--- src/rtl/life_sequencer_pkg.sv ---
// -----------------------------------------------------------------------------
// life_sequencer_pkg
// Shared types and constants for the life array sequencer: FSM state encoding,
// the four built-in seed patterns and the quadrant count.
// Seed words are row-major within a 4x4 quadrant, bit 15 = top-left cell.
// Quadrants: 0 = top-left, 1 = top-right, 2 = bottom-left, 3 = bottom-right.
// -----------------------------------------------------------------------------
package life_sequencer_pkg;

   localparam int unsigned NUM_QUADS = 4;
   localparam logic [1:0]  QUAD_LAST = 2'(NUM_QUADS - 1);

   // Encoding doubles as the state_leds value.
   typedef enum logic [1:0] {
      StLoad  = 2'd0,
      StPause = 2'd1,
      StRun   = 2'd2
   } state_e;

   // [pattern][quadrant]
   localparam logic [15:0] SEED [4][4] = '{
      '{16'h42E0, 16'h0000, 16'h0000, 16'h0000},  // glider, top-left
      '{16'h0003, 16'h0008, 16'h0000, 16'h0000},  // blinker across the centre
      '{16'h0001, 16'h0008, 16'h1000, 16'h8000},  // block at the centre
      '{16'h0001, 16'h00C8, 16'h0000, 16'h8000}   // R-pentomino at the centre
   };

endpackage

--- src/rtl/life_sequencer_if.sv ---
// -----------------------------------------------------------------------------
// life_sequencer_if
// Bundles the board-side controls and the life-array-side outputs of the
// sequencer.
//   master : the sequencer (consumes frame/buttons, drives array controls)
//   slave  : the environment (VESA driver, board inputs, life array)
// -----------------------------------------------------------------------------
interface life_sequencer_if;

   logic        frame;
   logic        run_sw;
   logic        step_btn;
   logic        load_btn;
   logic [1:0]  pattern_sel;
   logic [15:0] vali;
   logic [1:0]  vali_selector;
   logic        write_enb;
   logic        step;
   logic [15:0] gen_count;
   logic        busy;
   logic [1:0]  state_leds;

   modport master (
      input  frame, run_sw, step_btn, load_btn, pattern_sel,
      output vali, vali_selector, write_enb, step, gen_count, busy, state_leds
   );

   modport slave (
      output frame, run_sw, step_btn, load_btn, pattern_sel,
      input  vali, vali_selector, write_enb, step, gen_count, busy, state_leds
   );

endinterface

--- src/rtl/life_sequencer_edge_sync.sv ---
// -----------------------------------------------------------------------------
// life_sequencer_edge_sync
// Multi-flop synchroniser for an asynchronous level followed by a registered
// rising-edge detector.
//   clk     : system clock
//   reset   : synchronous, active-high
//   i_async : asynchronous input level
//   o_level : synchronised level (SYNC_STAGES flops)
//   o_rise  : one-cycle pulse, SYNC_STAGES+1 cycles after the async rise
// -----------------------------------------------------------------------------
module life_sequencer_edge_sync #(
   parameter int unsigned SYNC_STAGES = 2
) (
   input  logic clk,
   input  logic reset,
   input  logic i_async,
   output logic o_level,
   output logic o_rise
);

   logic [SYNC_STAGES-1:0] r_sync;
   logic                   r_prev;
   logic                   r_rise;

   // The history register always follows the synchronised level, including
   // during reset, so a button held through reset yields no edge afterwards.
   always_ff @(posedge clk) begin
      r_sync[0] <= i_async;
      for (int i = 1; i < SYNC_STAGES; i++) begin
         r_sync[i] <= r_sync[i-1];
      end
      r_prev <= r_sync[SYNC_STAGES-1];
      if (reset) begin
         r_rise <= 1'b0;
      end else begin
         r_rise <= r_sync[SYNC_STAGES-1] & ~r_prev;
      end
   end

   assign o_level = r_sync[SYNC_STAGES-1];
   assign o_rise  = r_rise;

endmodule

--- src/rtl/life_sequencer.sv ---
// -----------------------------------------------------------------------------
// life_sequencer
// Seeds the 8x8 life array after reset or on a load request, then advances
// generations with frame-aligned one-cycle step pulses, free-running every
// FRAMES_PER_GEN frames or single-stepped from a button.
//   clk   : pixel clock shared with the VESA driver
//   reset : synchronous, active-high
//   bus   : life_sequencer_if.master
//           in : frame, run_sw, step_btn, load_btn, pattern_sel
//           out: vali, vali_selector, write_enb, step, gen_count, busy,
//                state_leds
// All outputs are registered.
// -----------------------------------------------------------------------------
module life_sequencer
   import life_sequencer_pkg::*;
#(
   parameter int unsigned FRAMES_PER_GEN = 30,
   parameter int unsigned SYNC_STAGES    = 2
) (
   input logic               clk,
   input logic               reset,
   life_sequencer_if.master  bus
);

   localparam logic [7:0] LAST_FRAME = 8'(FRAMES_PER_GEN - 1);

   logic w_run_lvl;
   logic w_run_rise;
   logic w_step_rise;
   logic w_load_lvl;
   logic w_load_rise;

   state_e      r_state;
   logic [1:0]  r_quad;
   logic [1:0]  r_pattern;
   logic [7:0]  r_frame_cnt;
   logic        r_step_pending;
   logic [15:0] r_gen_count;
   logic [15:0] r_vali;
   logic [1:0]  r_vali_sel;
   logic        r_write_enb;
   logic        r_step;
   logic        r_busy;
   logic [1:0]  r_state_leds;

   life_sequencer_edge_sync #(.SYNC_STAGES(SYNC_STAGES)) u_sync_run (
      .clk     (clk),
      .reset   (reset),
      .i_async (bus.run_sw),
      .o_level (w_run_lvl),
      .o_rise  (w_run_rise)
   );

   life_sequencer_edge_sync #(.SYNC_STAGES(SYNC_STAGES)) u_sync_step (
      .clk     (clk),
      .reset   (reset),
      .i_async (bus.step_btn),
      .o_level (),
      .o_rise  (w_step_rise)
   );

   life_sequencer_edge_sync #(.SYNC_STAGES(SYNC_STAGES)) u_sync_load (
      .clk     (clk),
      .reset   (reset),
      .i_async (bus.load_btn),
      .o_level (w_load_lvl),
      .o_rise  (w_load_rise)
   );

   always_ff @(posedge clk) begin
      if (reset) begin
         r_state        <= StLoad;
         r_quad         <= 2'd0;
         r_pattern      <= 2'd0;
         r_frame_cnt    <= 8'd0;
         r_step_pending <= 1'b0;
         r_gen_count    <= 16'd0;
         r_vali         <= 16'd0;
         r_vali_sel     <= 2'd0;
         r_write_enb    <= 1'b0;
         r_step         <= 1'b0;
         r_busy         <= 1'b0;
         r_state_leds   <= StLoad;
      end else begin
         r_step       <= 1'b0;
         r_write_enb  <= 1'b0;
         r_busy       <= 1'b0;
         // state_leds lags r_state by one cycle so it lines up with the
         // other registered outputs produced from that state.
         r_state_leds <= r_state;
         if (r_step) begin
            r_gen_count <= r_gen_count + 16'd1;
         end

         unique case (r_state)
            StLoad: begin
               // Frames and buttons are ignored while loading.
               r_write_enb <= 1'b1;
               r_busy      <= 1'b1;
               r_vali      <= SEED[r_pattern][r_quad];
               r_vali_sel  <= r_quad;
               r_quad      <= r_quad + 2'd1;
               if (r_quad == QUAD_LAST) begin
                  r_state <= w_run_lvl ? StRun : StPause;
               end
            end

            StPause, StRun: begin
               if (w_load_rise) begin
                  // Load takes priority over any step due this cycle.
                  r_pattern      <= bus.pattern_sel;
                  r_state        <= StLoad;
                  r_quad         <= 2'd0;
                  r_gen_count    <= 16'd0;
                  r_frame_cnt    <= 8'd0;
                  r_step_pending <= 1'b0;
               end else if (r_state == StPause) begin
                  if (bus.frame && r_step_pending) begin
                     r_step         <= 1'b1;
                     // A press landing on the consuming frame stays queued.
                     r_step_pending <= w_step_rise;
                  end else if (w_step_rise) begin
                     r_step_pending <= 1'b1;
                  end
                  if (w_run_lvl) begin
                     r_state     <= StRun;
                     r_frame_cnt <= 8'd0;
                  end
               end else begin
                  if (bus.frame) begin
                     if (r_frame_cnt == LAST_FRAME) begin
                        r_step      <= 1'b1;
                        r_frame_cnt <= 8'd0;
                     end else begin
                        r_frame_cnt <= r_frame_cnt + 8'd1;
                     end
                  end
                  // Switching to run discards any single-step queued before.
                  if (w_run_rise) begin
                     r_step_pending <= 1'b0;
                  end
                  if (!w_run_lvl) begin
                     r_state <= StPause;
                  end
               end
            end

            default: r_state <= StLoad;
         endcase
      end
   end

   assign bus.vali          = r_vali;
   assign bus.vali_selector = r_vali_sel;
   assign bus.write_enb     = r_write_enb;
   assign bus.step          = r_step;
   assign bus.gen_count     = r_gen_count;
   assign bus.busy          = r_busy;
   assign bus.state_leds    = r_state_leds;

   // The load level itself is not needed, only its edge.
   logic w_unused;
   assign w_unused = w_load_lvl;

endmodule

--- src/flat_wrapper.sv ---
// flat-port wrapper written by rule: the top's interface ports become plain ports
module life_sequencer_flat import life_sequencer_pkg::*;
#(
   parameter int unsigned FRAMES_PER_GEN = 30,
   parameter int unsigned SYNC_STAGES    = 2
)
  (clk, reset, bus_frame, bus_run_sw, bus_step_btn, bus_load_btn, bus_pattern_sel, bus_vali, bus_vali_selector, bus_write_enb, bus_step, bus_gen_count, bus_busy, bus_state_leds);
  life_sequencer_if bus_i ();
  input logic clk;
  input logic reset;
  input wire logic [$bits(bus_i.frame)-1:0] bus_frame;
  input wire logic [$bits(bus_i.run_sw)-1:0] bus_run_sw;
  input wire logic [$bits(bus_i.step_btn)-1:0] bus_step_btn;
  input wire logic [$bits(bus_i.load_btn)-1:0] bus_load_btn;
  input wire logic [$bits(bus_i.pattern_sel)-1:0] bus_pattern_sel;
  output wire logic [$bits(bus_i.vali)-1:0] bus_vali;
  output wire logic [$bits(bus_i.vali_selector)-1:0] bus_vali_selector;
  output wire logic [$bits(bus_i.write_enb)-1:0] bus_write_enb;
  output wire logic [$bits(bus_i.step)-1:0] bus_step;
  output wire logic [$bits(bus_i.gen_count)-1:0] bus_gen_count;
  output wire logic [$bits(bus_i.busy)-1:0] bus_busy;
  output wire logic [$bits(bus_i.state_leds)-1:0] bus_state_leds;
  assign bus_i.frame = bus_frame;
  assign bus_i.run_sw = bus_run_sw;
  assign bus_i.step_btn = bus_step_btn;
  assign bus_i.load_btn = bus_load_btn;
  assign bus_i.pattern_sel = bus_pattern_sel;
  assign bus_vali = bus_i.vali;
  assign bus_vali_selector = bus_i.vali_selector;
  assign bus_write_enb = bus_i.write_enb;
  assign bus_step = bus_i.step;
  assign bus_gen_count = bus_i.gen_count;
  assign bus_busy = bus_i.busy;
  assign bus_state_leds = bus_i.state_leds;
  life_sequencer #(.FRAMES_PER_GEN(FRAMES_PER_GEN), .SYNC_STAGES(SYNC_STAGES)) u_core (.clk(clk), .reset(reset), .bus(bus_i));
endmodule
--- config.mk ---
export PLATFORM = sky130hd
export DESIGN_NAME = life_sequencer_flat
export DESIGN_NICKNAME = d
export VERILOG_FILES = /design/src/rtl/life_sequencer_pkg.sv /design/src/rtl/life_sequencer_if.sv /design/src/rtl/life_sequencer_edge_sync.sv /design/src/rtl/life_sequencer.sv /design/src/flat_wrapper.sv
export SDC_FILE = /design/constraint.sdc
export NUM_CORES = 1
export LEC_CHECK = 0
export CAP_MARGIN = 10
export CORE_MARGIN = 4
export CORE_UTILIZATION = 50
export CTS_CLUSTER_DIAMETER = 30
export CTS_CLUSTER_SIZE = 25
export DETAILED_ROUTE_END_ITERATION = 8
export GPL_TIMING_DRIVEN = 0
export PLACE_DENSITY_LB_ADDON = 0.1
export SYNTH_ARGS = -nofsm -noshare
export SYNTH_HDL_FRONTEND = slang
export SYNTH_SLANG_ARGS = --single-unit
--- constraint.sdc ---
create_clock -name clk -period 3.25 [get_ports clk]
set_clock_uncertainty 0.2 [all_clocks]
set_input_delay 0.65 -clock clk [delete_from_list [all_inputs] [get_ports clk]]
set_output_delay 0.65 -clock clk [all_outputs]
set_load 0.005 [all_outputs]
==> flow_summary.yaml <==
status:
  status: "completed"
sta:
  timing.final.crit_share_pct: 71.0
  maxSlewViolCount: 0
  setup_tns_ns: 0
  relSlewSlack_pct: 59.6
  fmax_mhz: 433
  rsz0062_at_grt: "no"
  worst_pin_slew_ns: 0.605
  finalCriticalPeriod_ns: 2.31
  fin_hold_ws_ns: 0.133
  setup-violations-final: 0
  hold_violations: 0
floorplanning:
  pin_count: 47
  dieHeight_um: 77.0
  die_w_um: 77.0
  rows: 24
  core_area_mm2: 0.00447
  start_util_pct: 53.2
  dieArea_mm2: 0.00593
yosys:
  ys.flop_type: "dfxtp_1"
  syn_area_mm2: 0.00238
  ys_warn_count: 0
  synthMostInstantiatedCell: "dfxtp_1"
  synth_area_per_cell_um2: 9.19
  yosysSeqAreaShare_pct: 47.1
  synth_edf_count: 0
  synth_async_sr_flop_share_pct: 0
  synth_top_area_cell: "dfxtp_1"
  synth_cell_types: 45
  ys_ff_latch: 56
  synthCells: 259
  ys_top_cells_by_area: "dfxtp_1 47%, nor2_1 5.4%, ha_1 4.7%"
  netlist_top_cells_count: "56 x dfxtp_1, 34 x nor2_1, 18 x a21oi_1"
  yosys.area.top_type_share_pct: 47.1
final_layout:
  area_delta_synth_final_pct: 24.3
  finalInstanceArea_mm2: 0.00296
  fin_util_pct: 66.1
  diodes: 0
  nFillCells: 399
  nets: 328
  drive_gt1_share_pct: 9.29
global_routing:
  grt_pass1_vias: 1776
  grt_use_total_pct: 15.7
  grt_max_degree: 17
  antenna_found_initial: 0
  grt_pass1_wl_um: 7820
  overflow: 0
power_and_ir_drop:
  power_frac_seq_pct: 43.9
  share_comb_of_total_power_pct: 35.2
  power.switching_mw: 0.596
  power.density_mw_per_mm2: 619
  switching_share_pct: 32.5
  internal_power_mw: 1.24
  p_leak_nw: 1.10
  peakVddDrop_mv: 0.644
  clkPwrFrac_pct: 20.9
setup_path:
  cp_slowest_cell: "or3b_2"
  cp_data_arrival_time_ns: 2.34
  critPathLaunchType: "register"
  cp.required_ns: 3.28
  path_cells: "inv_1 -> ha_1 -> buf_2 -> inv_1 -> o32ai_1 -> or3b_2 -> a21oi_1"
  critPathCaptureType: "register"
  crit_path_max_incr_delay_ns: 0.46
  critPathKind: "reg2reg"
  crit_fanout: 10
  crit_top_cell: "inv_1"
cts:
  cts_tree: "yes"
  postCtsHoldBufs: 0
  clockBufferDepth: 2
  clk_latency_ns: 0.30
  cts.htree.levels: 2
  clock-sinks: 56
  clk_pin_slew_ns: 0.09
  cts_repair_resize_count: 0
  cts_buffers: 5
  cts_root_buf: "clkbuf_8"
  postCtsSetupBuffers: 0
drt:
  firstDrtPassIters: 4
  drt-initial-drc-count: 107
  drc: 0
  wl_um: 4330
  num_vias: 1874
  ant_nets: 0
  wl_per_cell_um: 11.9
  via_per_inst: 5.15
placed_design:
  place_area_mm2: 0.00287
  hpwl_um: 3130
  port_buffers: 40
  gp_congestion: 0.799
worst_hold_path:
  min_path_type: "reg2reg"
job:
  drv_cap: 0
-- registers in the layout, indices dropped and copies added (netlist names), 2 cells and up --
signal and cells:
u_core.bus.state_leds 2, u_core.r_quad 2, u_core.u_sync_run.r_sync 2, u_core.r_frame_cnt 8
u_core.bus.vali_selector 2, u_core.u_sync_step.r_sync 2, u_core.bus.gen_count 16, u_core.r_pattern 2
u_core.r_state 2, u_core.u_sync_load.r_sync 2, u_core.bus.vali 7
-- placed cells by master, fill, tap and decap left out, types with 4 or more instances in the layout --
master / instances
nand3_1: 9
conb_1: 6
dfxtp_1: 56
clkbuf_1: 11
nor4_1: 4
mux2i_1: 6
o21ai_0: 6
a21oi_1: 18
nor2_1: 34
inv_1: 7
clkbuf_8: 6
xnor2_1: 9
or3_1: 5
buf_4: 12
nand2_1: 16
ha_1: 9
nand4_1: 5
clkdlybuf4s50_1: 40
xor2_1: 8
nand2b_1: 4
nor3_1: 7
-- logic make-up after synthesis --
group,share of synthesized area [%]
and+or+nand+nor,21.3
buffers and inverters,6.88
other,0.157
xor gates and xnor gates,6.25
AOI/OAI and AO/OA,9.46
DFF,47.1
muxes,4.10
adders and majority gates,4.73
-- power groups by stage --
stage / sequential (mW) / clock, mW / combinational (mW)
final: 0.803 / 0.383 / 0.646
after global routing: 0.814 / 0.427 / 0.728
after CTS: 0.803 / 0.403 / 0.650
after detailed placement: 0.819 / 0 / 0.645
after global placement: 0.816 / 0 / 0.643
after floorplan: 0.813 / 0 / 0.449
-- worst max-delay path, delay by kind of cell, from the launching register on --
family | cells | cell delay, ns
and+or+nand+nor | 1 | 0.46
buffers and inverters | 3 | 0.44
DFF | 1 | 0.42
AOI/OAI and AO/OA | 2 | 0.40
adders and majority gates | 1 | 0.31
-- area by class of cell --
cell class / count / area [um2] / share of cell area (%)
clock buffers: 7 / 86.3 / 2.92
inverters: 7 / 26.3 / 0.888
repair buffers: 40 / 400 / 13.5
plain buffers: 24 / 138 / 4.65
well taps: 52 / 65.1 / 2.20
multi-input cells: 177 / 1110 / 37.7
flip-flops and latches: 56 / 1120 / 37.9
clock inverters: 1 / 7.51 / 0.254
-- metal layers --
metal	vias to the layer above	part of all wire (%)	GRT usage (%)	routed length (um)
met5	-	0	0	0
met4	0	0.53	4.80	23
met3	2	5.0	4.45	217
met2	42	46	26.4	1970
met1	852	49	19.6	2110
li1	978	-	-	-
-- final timing paths --
path	cells past startpoint	start	end	slack (ns)
min	0	u_core.u_sync_load.r_sync[0]	u_core.u_sync_load.r_sync[1]	0.13
max reg2reg	7	u_core.r_state[0]	u_core.r_state[0]	0.94
max	7	u_core.r_state[0]	u_core.r_state[0]	0.94
min reg2reg	0	u_core.u_sync_load.r_sync[0]	u_core.u_sync_load.r_sync[1]	0.13
-- per-stage QoR --
stage | std cells | setup WS (ns) | total power [mW]
after floorplan | 264 | 1.20 | 1.26
after global placement | 356 | 0.754 | 1.46
after detailed placement | 356 | 0.733 | 1.46
after CTS | 364 | 0.938 | 1.86
after global routing | 364 | 0.734 | 1.97
final | 364 | 0.942 | 1.83
Power figures use the tool's default switching activity.
